--- config.mk ---
export PLATFORM = sky130hd
export DESIGN_NAME = pipe_hazard_ctrl
export DESIGN_NICKNAME = d
export VERILOG_FILES = /design/src/rtl/pipe_hazard_ctrl.sv
export SDC_FILE = /design/constraint.sdc
export NUM_CORES = 1
export LEC_CHECK = 0
export ABC_AREA = 1
export CORE_ASPECT_RATIO = 0.8
export CORE_UTILIZATION = 45
export CTS_CLUSTER_SIZE = 24
export DETAILED_ROUTE_END_ITERATION = 12
export PLACE_DENSITY = 0.7
export REMOVE_ABC_BUFFERS = 1
export SLEW_MARGIN = 20
export SYNTH_ARGS = -nofsm -noshare
export SYNTH_HDL_FRONTEND = slang
export SYNTH_SLANG_ARGS = --single-unit
--- constraint.sdc ---
create_clock -name clk -period 2.5 [get_ports clk]
set_input_delay 0.5 -clock clk [delete_from_list [all_inputs] [get_ports clk]]
set_output_delay 0.5 -clock clk [all_outputs]
set_load 0.02 [all_outputs]
--- src/rtl/pipe_hazard_ctrl.sv ---
// Pipeline hazard controller: sequences data stalls, control-hazard waits and
// the single-cycle flush that retires a resolved call/ret/branch hazard.
// Memory back-pressure (ext_stall) overrides everything and freezes the FSM.
module pipe_hazard_ctrl #(
  parameter int MAX_DSTALL   = 4,
  parameter int CTRL_TIMEOUT = 16
) (
  input  logic        clk,
  input  logic        rst,
  input  logic        data_hazard,
  input  logic        control_hazard,
  input  logic        call,
  input  logic        ret,
  input  logic        branch,
  input  logic        call_done,
  input  logic        ret_done,
  input  logic        branch_done,
  input  logic        ext_stall,
  output logic        pc_hold,
  output logic        if_id_hold,
  output logic        id_ex_bubble,
  output logic        if_id_flush,
  output logic        clr_call_haz,
  output logic        clr_ret_haz,
  output logic        clr_branch_haz,
  output logic [15:0] stall_cycles,
  output logic        err
);

  localparam int DW = $clog2(MAX_DSTALL + 1);
  localparam int CW = $clog2(CTRL_TIMEOUT + 1);

  typedef enum logic [1:0] {RUN, DSTALL, CWAIT, FLUSH} state_t;

  // One bit per control-transfer type awaiting resolution.
  typedef struct packed {
    logic call;
    logic ret;
    logic branch;
  } haz_t;

  state_t          state, state_nxt;
  haz_t            pend, pend_nxt;
  logic [DW-1:0]   dcnt, dcnt_nxt;
  logic [CW-1:0]   ccnt, ccnt_nxt;
  logic            done_lat, done_lat_nxt;
  logic            err_set;
  logic            done_hit;

  // A resolution pulse only counts if its type is actually pending.
  assign done_hit = (call_done & pend.call) | (ret_done & pend.ret) |
                    (branch_done & pend.branch);

  // Next-state and output decode; ext_stall wins, then control, then data.
  always_comb begin
    state_nxt      = state;
    pend_nxt       = pend;
    dcnt_nxt       = dcnt;
    ccnt_nxt       = ccnt;
    done_lat_nxt   = done_lat;
    err_set        = 1'b0;
    pc_hold        = 1'b0;
    if_id_hold     = 1'b0;
    id_ex_bubble   = 1'b0;
    if_id_flush    = 1'b0;
    clr_call_haz   = 1'b0;
    clr_ret_haz    = 1'b0;
    clr_branch_haz = 1'b0;
    if (!rst) begin
      // Reset holds every output low; registers are cleared asynchronously.
    end else if (ext_stall) begin
      pc_hold    = 1'b1;
      if_id_hold = 1'b1;
      // Remember a resolution that lands while frozen so it is not lost.
      if (state == CWAIT && done_hit) done_lat_nxt = 1'b1;
    end else begin
      unique case (state)
        RUN: begin
          if (control_hazard) begin
            pend_nxt  = '{call: call, ret: ret, branch: branch};
            ccnt_nxt  = '0;
            state_nxt = CWAIT;
          end else if (data_hazard) begin
            pc_hold      = 1'b1;
            if_id_hold   = 1'b1;
            id_ex_bubble = 1'b1;
            dcnt_nxt     = DW'(1);
            state_nxt    = DSTALL;
          end
        end
        DSTALL: begin
          if (control_hazard) begin
            pend_nxt  = '{call: call, ret: ret, branch: branch};
            dcnt_nxt  = '0;
            ccnt_nxt  = '0;
            state_nxt = CWAIT;
          end else if (data_hazard) begin
            pc_hold      = 1'b1;
            if_id_hold   = 1'b1;
            id_ex_bubble = 1'b1;
            // Counter parks at the limit; stalling continues with err raised.
            if (int'(dcnt) >= MAX_DSTALL) err_set = 1'b1;
            else                          dcnt_nxt = dcnt + 1'b1;
          end else begin
            dcnt_nxt  = '0;
            state_nxt = RUN;
          end
        end
        CWAIT: begin
          pc_hold     = 1'b1;
          if_id_flush = 1'b1;
          ccnt_nxt    = ccnt + 1'b1;
          if (done_hit || done_lat) begin
            state_nxt = FLUSH;
          end else if (int'(ccnt) + 1 >= CTRL_TIMEOUT) begin
            err_set   = 1'b1;
            state_nxt = FLUSH;
          end
        end
        FLUSH: begin
          if_id_flush    = 1'b1;
          clr_call_haz   = pend.call;
          clr_ret_haz    = pend.ret;
          clr_branch_haz = pend.branch;
          pend_nxt       = '0;
          done_lat_nxt   = 1'b0;
          ccnt_nxt       = '0;
          state_nxt      = RUN;
        end
        default: state_nxt = RUN;
      endcase
    end
  end

  // State, counters and sticky error; stall counter saturates.
  always_ff @(posedge clk or negedge rst) begin
    if (!rst) begin
      state        <= RUN;
      pend         <= '0;
      dcnt         <= '0;
      ccnt         <= '0;
      done_lat     <= 1'b0;
      err          <= 1'b0;
      stall_cycles <= '0;
    end else begin
      state    <= state_nxt;
      pend     <= pend_nxt;
      dcnt     <= dcnt_nxt;
      ccnt     <= ccnt_nxt;
      done_lat <= done_lat_nxt;
      err      <= err | err_set;
      if (pc_hold && stall_cycles != 16'hFFFF) stall_cycles <= stall_cycles + 16'd1;
    end
  end

endmodule

==> results.ini <==
[outcome]
status = finished, final reports clean

[worst_hold_path]
min_from = err$_DFF_PN0_
holdCritPathClass = flop to flop
hold-path-cell-count = 2
hold_end = err$_DFF_PN0_

[power_and_ir_drop]
p_int_mw = 1.197
powerDensity_mw_per_mm2 = 746.4
fin_total_pwr_mw = 1.910
p_sw_mw = 0.7126
leakage_nw = 1.235
power_frac_seq_pct = 38.0
combPwrFrac_pct = 35.0
ir_worst_vdd_mv = 0.5202
p_sw_share_pct = 37.31
clkPwrFrac_pct = 27.0

[logic_synthesis]
synth_top_area_share_pct = 38.99
synth-warning-count = 0
synth_cell_type_count = 26
yosysTopAreaCell = dfrtp_1
synth_area_per_cell_sq_um = 7.030
synthTopCellsByArea = dfrtp_1 39%, nand2_1 23%, inv_1 6.0%, nor2_1 5.1%, ha_1 4.4%
synthCells = 283
ys_ff_latch = 31
syn_area_sq_mm = 0.001989
ys_seq_area_share_pct = 38.99

[worst_setup_path]
setup.worst_path.start = state[0]$_DFFE_PN0P_
r2r-end = stall_cycles[15]$_DFFE_PN0P_
slowest_delay_ns = 0.45
r2r_start = stall_cycles[0]$_DFFE_PN0P_
cpMaxStageDelayCell = dfrtp_1
crit_arrival_ns = 1.76
startpoint_type = flop
r2r_slack_ns = 0.73
crit_type = flop to primary output
r2r_cells = 7
crit_fanout = 5
endpoint_kind = primary output
required_ns = 2.00
worstPathCellList = inv_1, ha_1, inv_1, nand2_1, nand2_1, a21oi_1, dlygate4sd2_1

[cts]
hold_buffers = 0
cts_buffers = 5
cts.sinks = 31
cts_root_buffer = clkbuf_8
h-tree-depth = 2
cts_tree = built
clk_pin_slew_ns = 0.07
cts.path.max_buffers = 2
insertion_delay_ns = 0.29

[placement]
port_buffers = 34
gp_congestion = 0.8363
placed_cell_area_sq_mm = 0.002446
dp_hpwl_um = 3361
dpl.cell_count = 381

[sta]
maxSlewViolCount = 0
setup_violations = 0
rsz0062_at_grt = false
max_freq_mhz = 442.9
tightestPinTransition_ns = 0.4499
slew_headroom_pct = 69.90
finalHoldViolations = 0
period_minus_slack_ns = 2.258
fin_crit_sh_pct = 90.31
worst_clock_skew_ns = 0.009061
whs_ns = 0.4832

[routing]
drt_iter0_drc = 145
drc_errors = 0
wl_per_cell_um = 11.67
num_vias = 1894
drtAntennaViolNets = 0
wl_um = 4539
vias_per_cell = 4.869
first_pass_iters = 5

[die]
io_pins = 35
fp.dieH_um = 61.47
fp-row-count = 21
initial_core_util_pct = 47.32
dieArea_sq_mm = 0.004692
core_sq_mm = 0.004204
die_w_um = 76.34

[global_routing]
grt_use_total_pct = 20.63
grt_max_degree = 19
first_global_vias = 1645
antenna_found_initial = 0
grt_pass1_wl_um = 7465
overflow = 0

[layout]
fin_cells = 389
final_area_sq_mm = 0.002559
nets = 349
antennaDiodeCount = 0
drive_above_1_share_pct = 8.735
mostFrequentLayoutCells = 120 x nand2_1, 32 x inv_1, 31 x dfrtp_1
syn_to_final_growth_pct = 28.62
layout_commonest_cell = nand2_1

[run]
drv.max_cap_violation_count = 0

-- cell type report --
type	instances	area, sq um
fillers	404	1645
inverters	34	127.6
well taps	57	71.32
repair buffers	43	402.9
clock inverters	2	35.03
multi-input cells	216	1064
clock buffers	6	82.58
flip-flops and latches	31	775.7
-- worst max-delay path: cells and delay by family (launching register included) --
| kind | cells | cell delay [ns] |
|---|---|---|
| adders and majority gates | 1 | 0.22 |
| DFF | 1 | 0.45 |
| and+or+nand+nor | 2 | 0.15 |
| AOI/OAI and AO/OA | 1 | 0.12 |
| buffers and inverters | 3 | 0.54 |
-- sequential cells by signal, indices dropped and copies added (netlist names) --
name and cells:
ccnt 5, dcnt 3, done_lat 1, err 1, pend 3, stall_cycles 16
state 2
-- synth_stat cells --
| cell type | number |
|---|---|
| nand2_1 | 120 |
| inv_1 | 32 |
| dfrtp_1 | 31 |
| nor2_1 | 27 |
| nand3_1 | 14 |
| o21ai_0 | 12 |
| ha_1 | 7 |
| nand4_1 | 7 |
| xnor2_1 | 5 |
| nor2_4 | 4 |
| a21oi_1 | 3 |
| xor2_1 | 3 |
| buf_6 | 2 |
| inv_2 | 2 |
| nor2_2 | 2 |
| o21ai_1 | 2 |
| a211oi_2 | 1 |
| a21oi_2 | 1 |
| a22o_1 | 1 |
| a22oi_1 | 1 |
| nand3_4 | 1 |
| nor3_1 | 1 |
| o21ai_4 | 1 |
| o21bai_1 | 1 |
| o22ai_1 | 1 |
| o31ai_1 | 1 |
-- metrics by stage --
stage	util, %	setup TNS, ns	setup slack, ns
final	60.86	0	0.2422
after CTS	60.80	0	0.007163
after global placement	58.18	-0.01280	-0.01280
after detailed placement	58.18	-0.04388	-0.02866
after global routing	60.86	0	0.09351
after floorplan	-	0	0.7798
-- routing by layer --
| metal | share of wire, % | track usage, % |
|---|---|---|
| met5 | 0 | 0 |
| met1 | 53 | 29.43 |
| met2 | 40 | 31.15 |
| met3 | 6.7 | 4.444 |
| met4 | 1.1 | 7.418 |
-- what timing repair did --
action / 4_1_cts / 5_1_grt
setup endpoints to repair: 6 / 1
setup buffers: 0 / 0
resized for setup: 6 / 1
-- cells by family after synthesis --
group | after synthesis | synth area share (%)
AOI/OAI and AO/OA | 25 | 8.051
and+or+nand+nor | 176 | 37.48
xor gates and xnor gates | 8 | 3.522
adders and majority gates | 7 | 4.402
buffers and inverters | 36 | 7.547
DFF | 31 | 38.99
-- power by group through the flow --
| stage | combinational [mW] | clock, mW | sequential, mW |
|---|---|---|---|
| after CTS | 0.673 | 0.521 | 0.723 |
| after global placement | 0.660 | 0 | 0.729 |
| after floorplan | 0.389 | 0 | 0.753 |
| final | 0.669 | 0.516 | 0.725 |
| after detailed placement | 0.671 | 0 | 0.730 |
| after global routing | 0.763 | 0.545 | 0.741 |
-- worst max-delay path by stage --
stage | endpoint | cells after the start
floorplan | if_id_hold | 6
global placement | pc_hold | 6
detailed placement | pc_hold | 6
CTS | id_ex_bubble | 5
global route | if_id_hold | 7
finish | if_id_hold | 7
(Power assumes the default switching activity.)
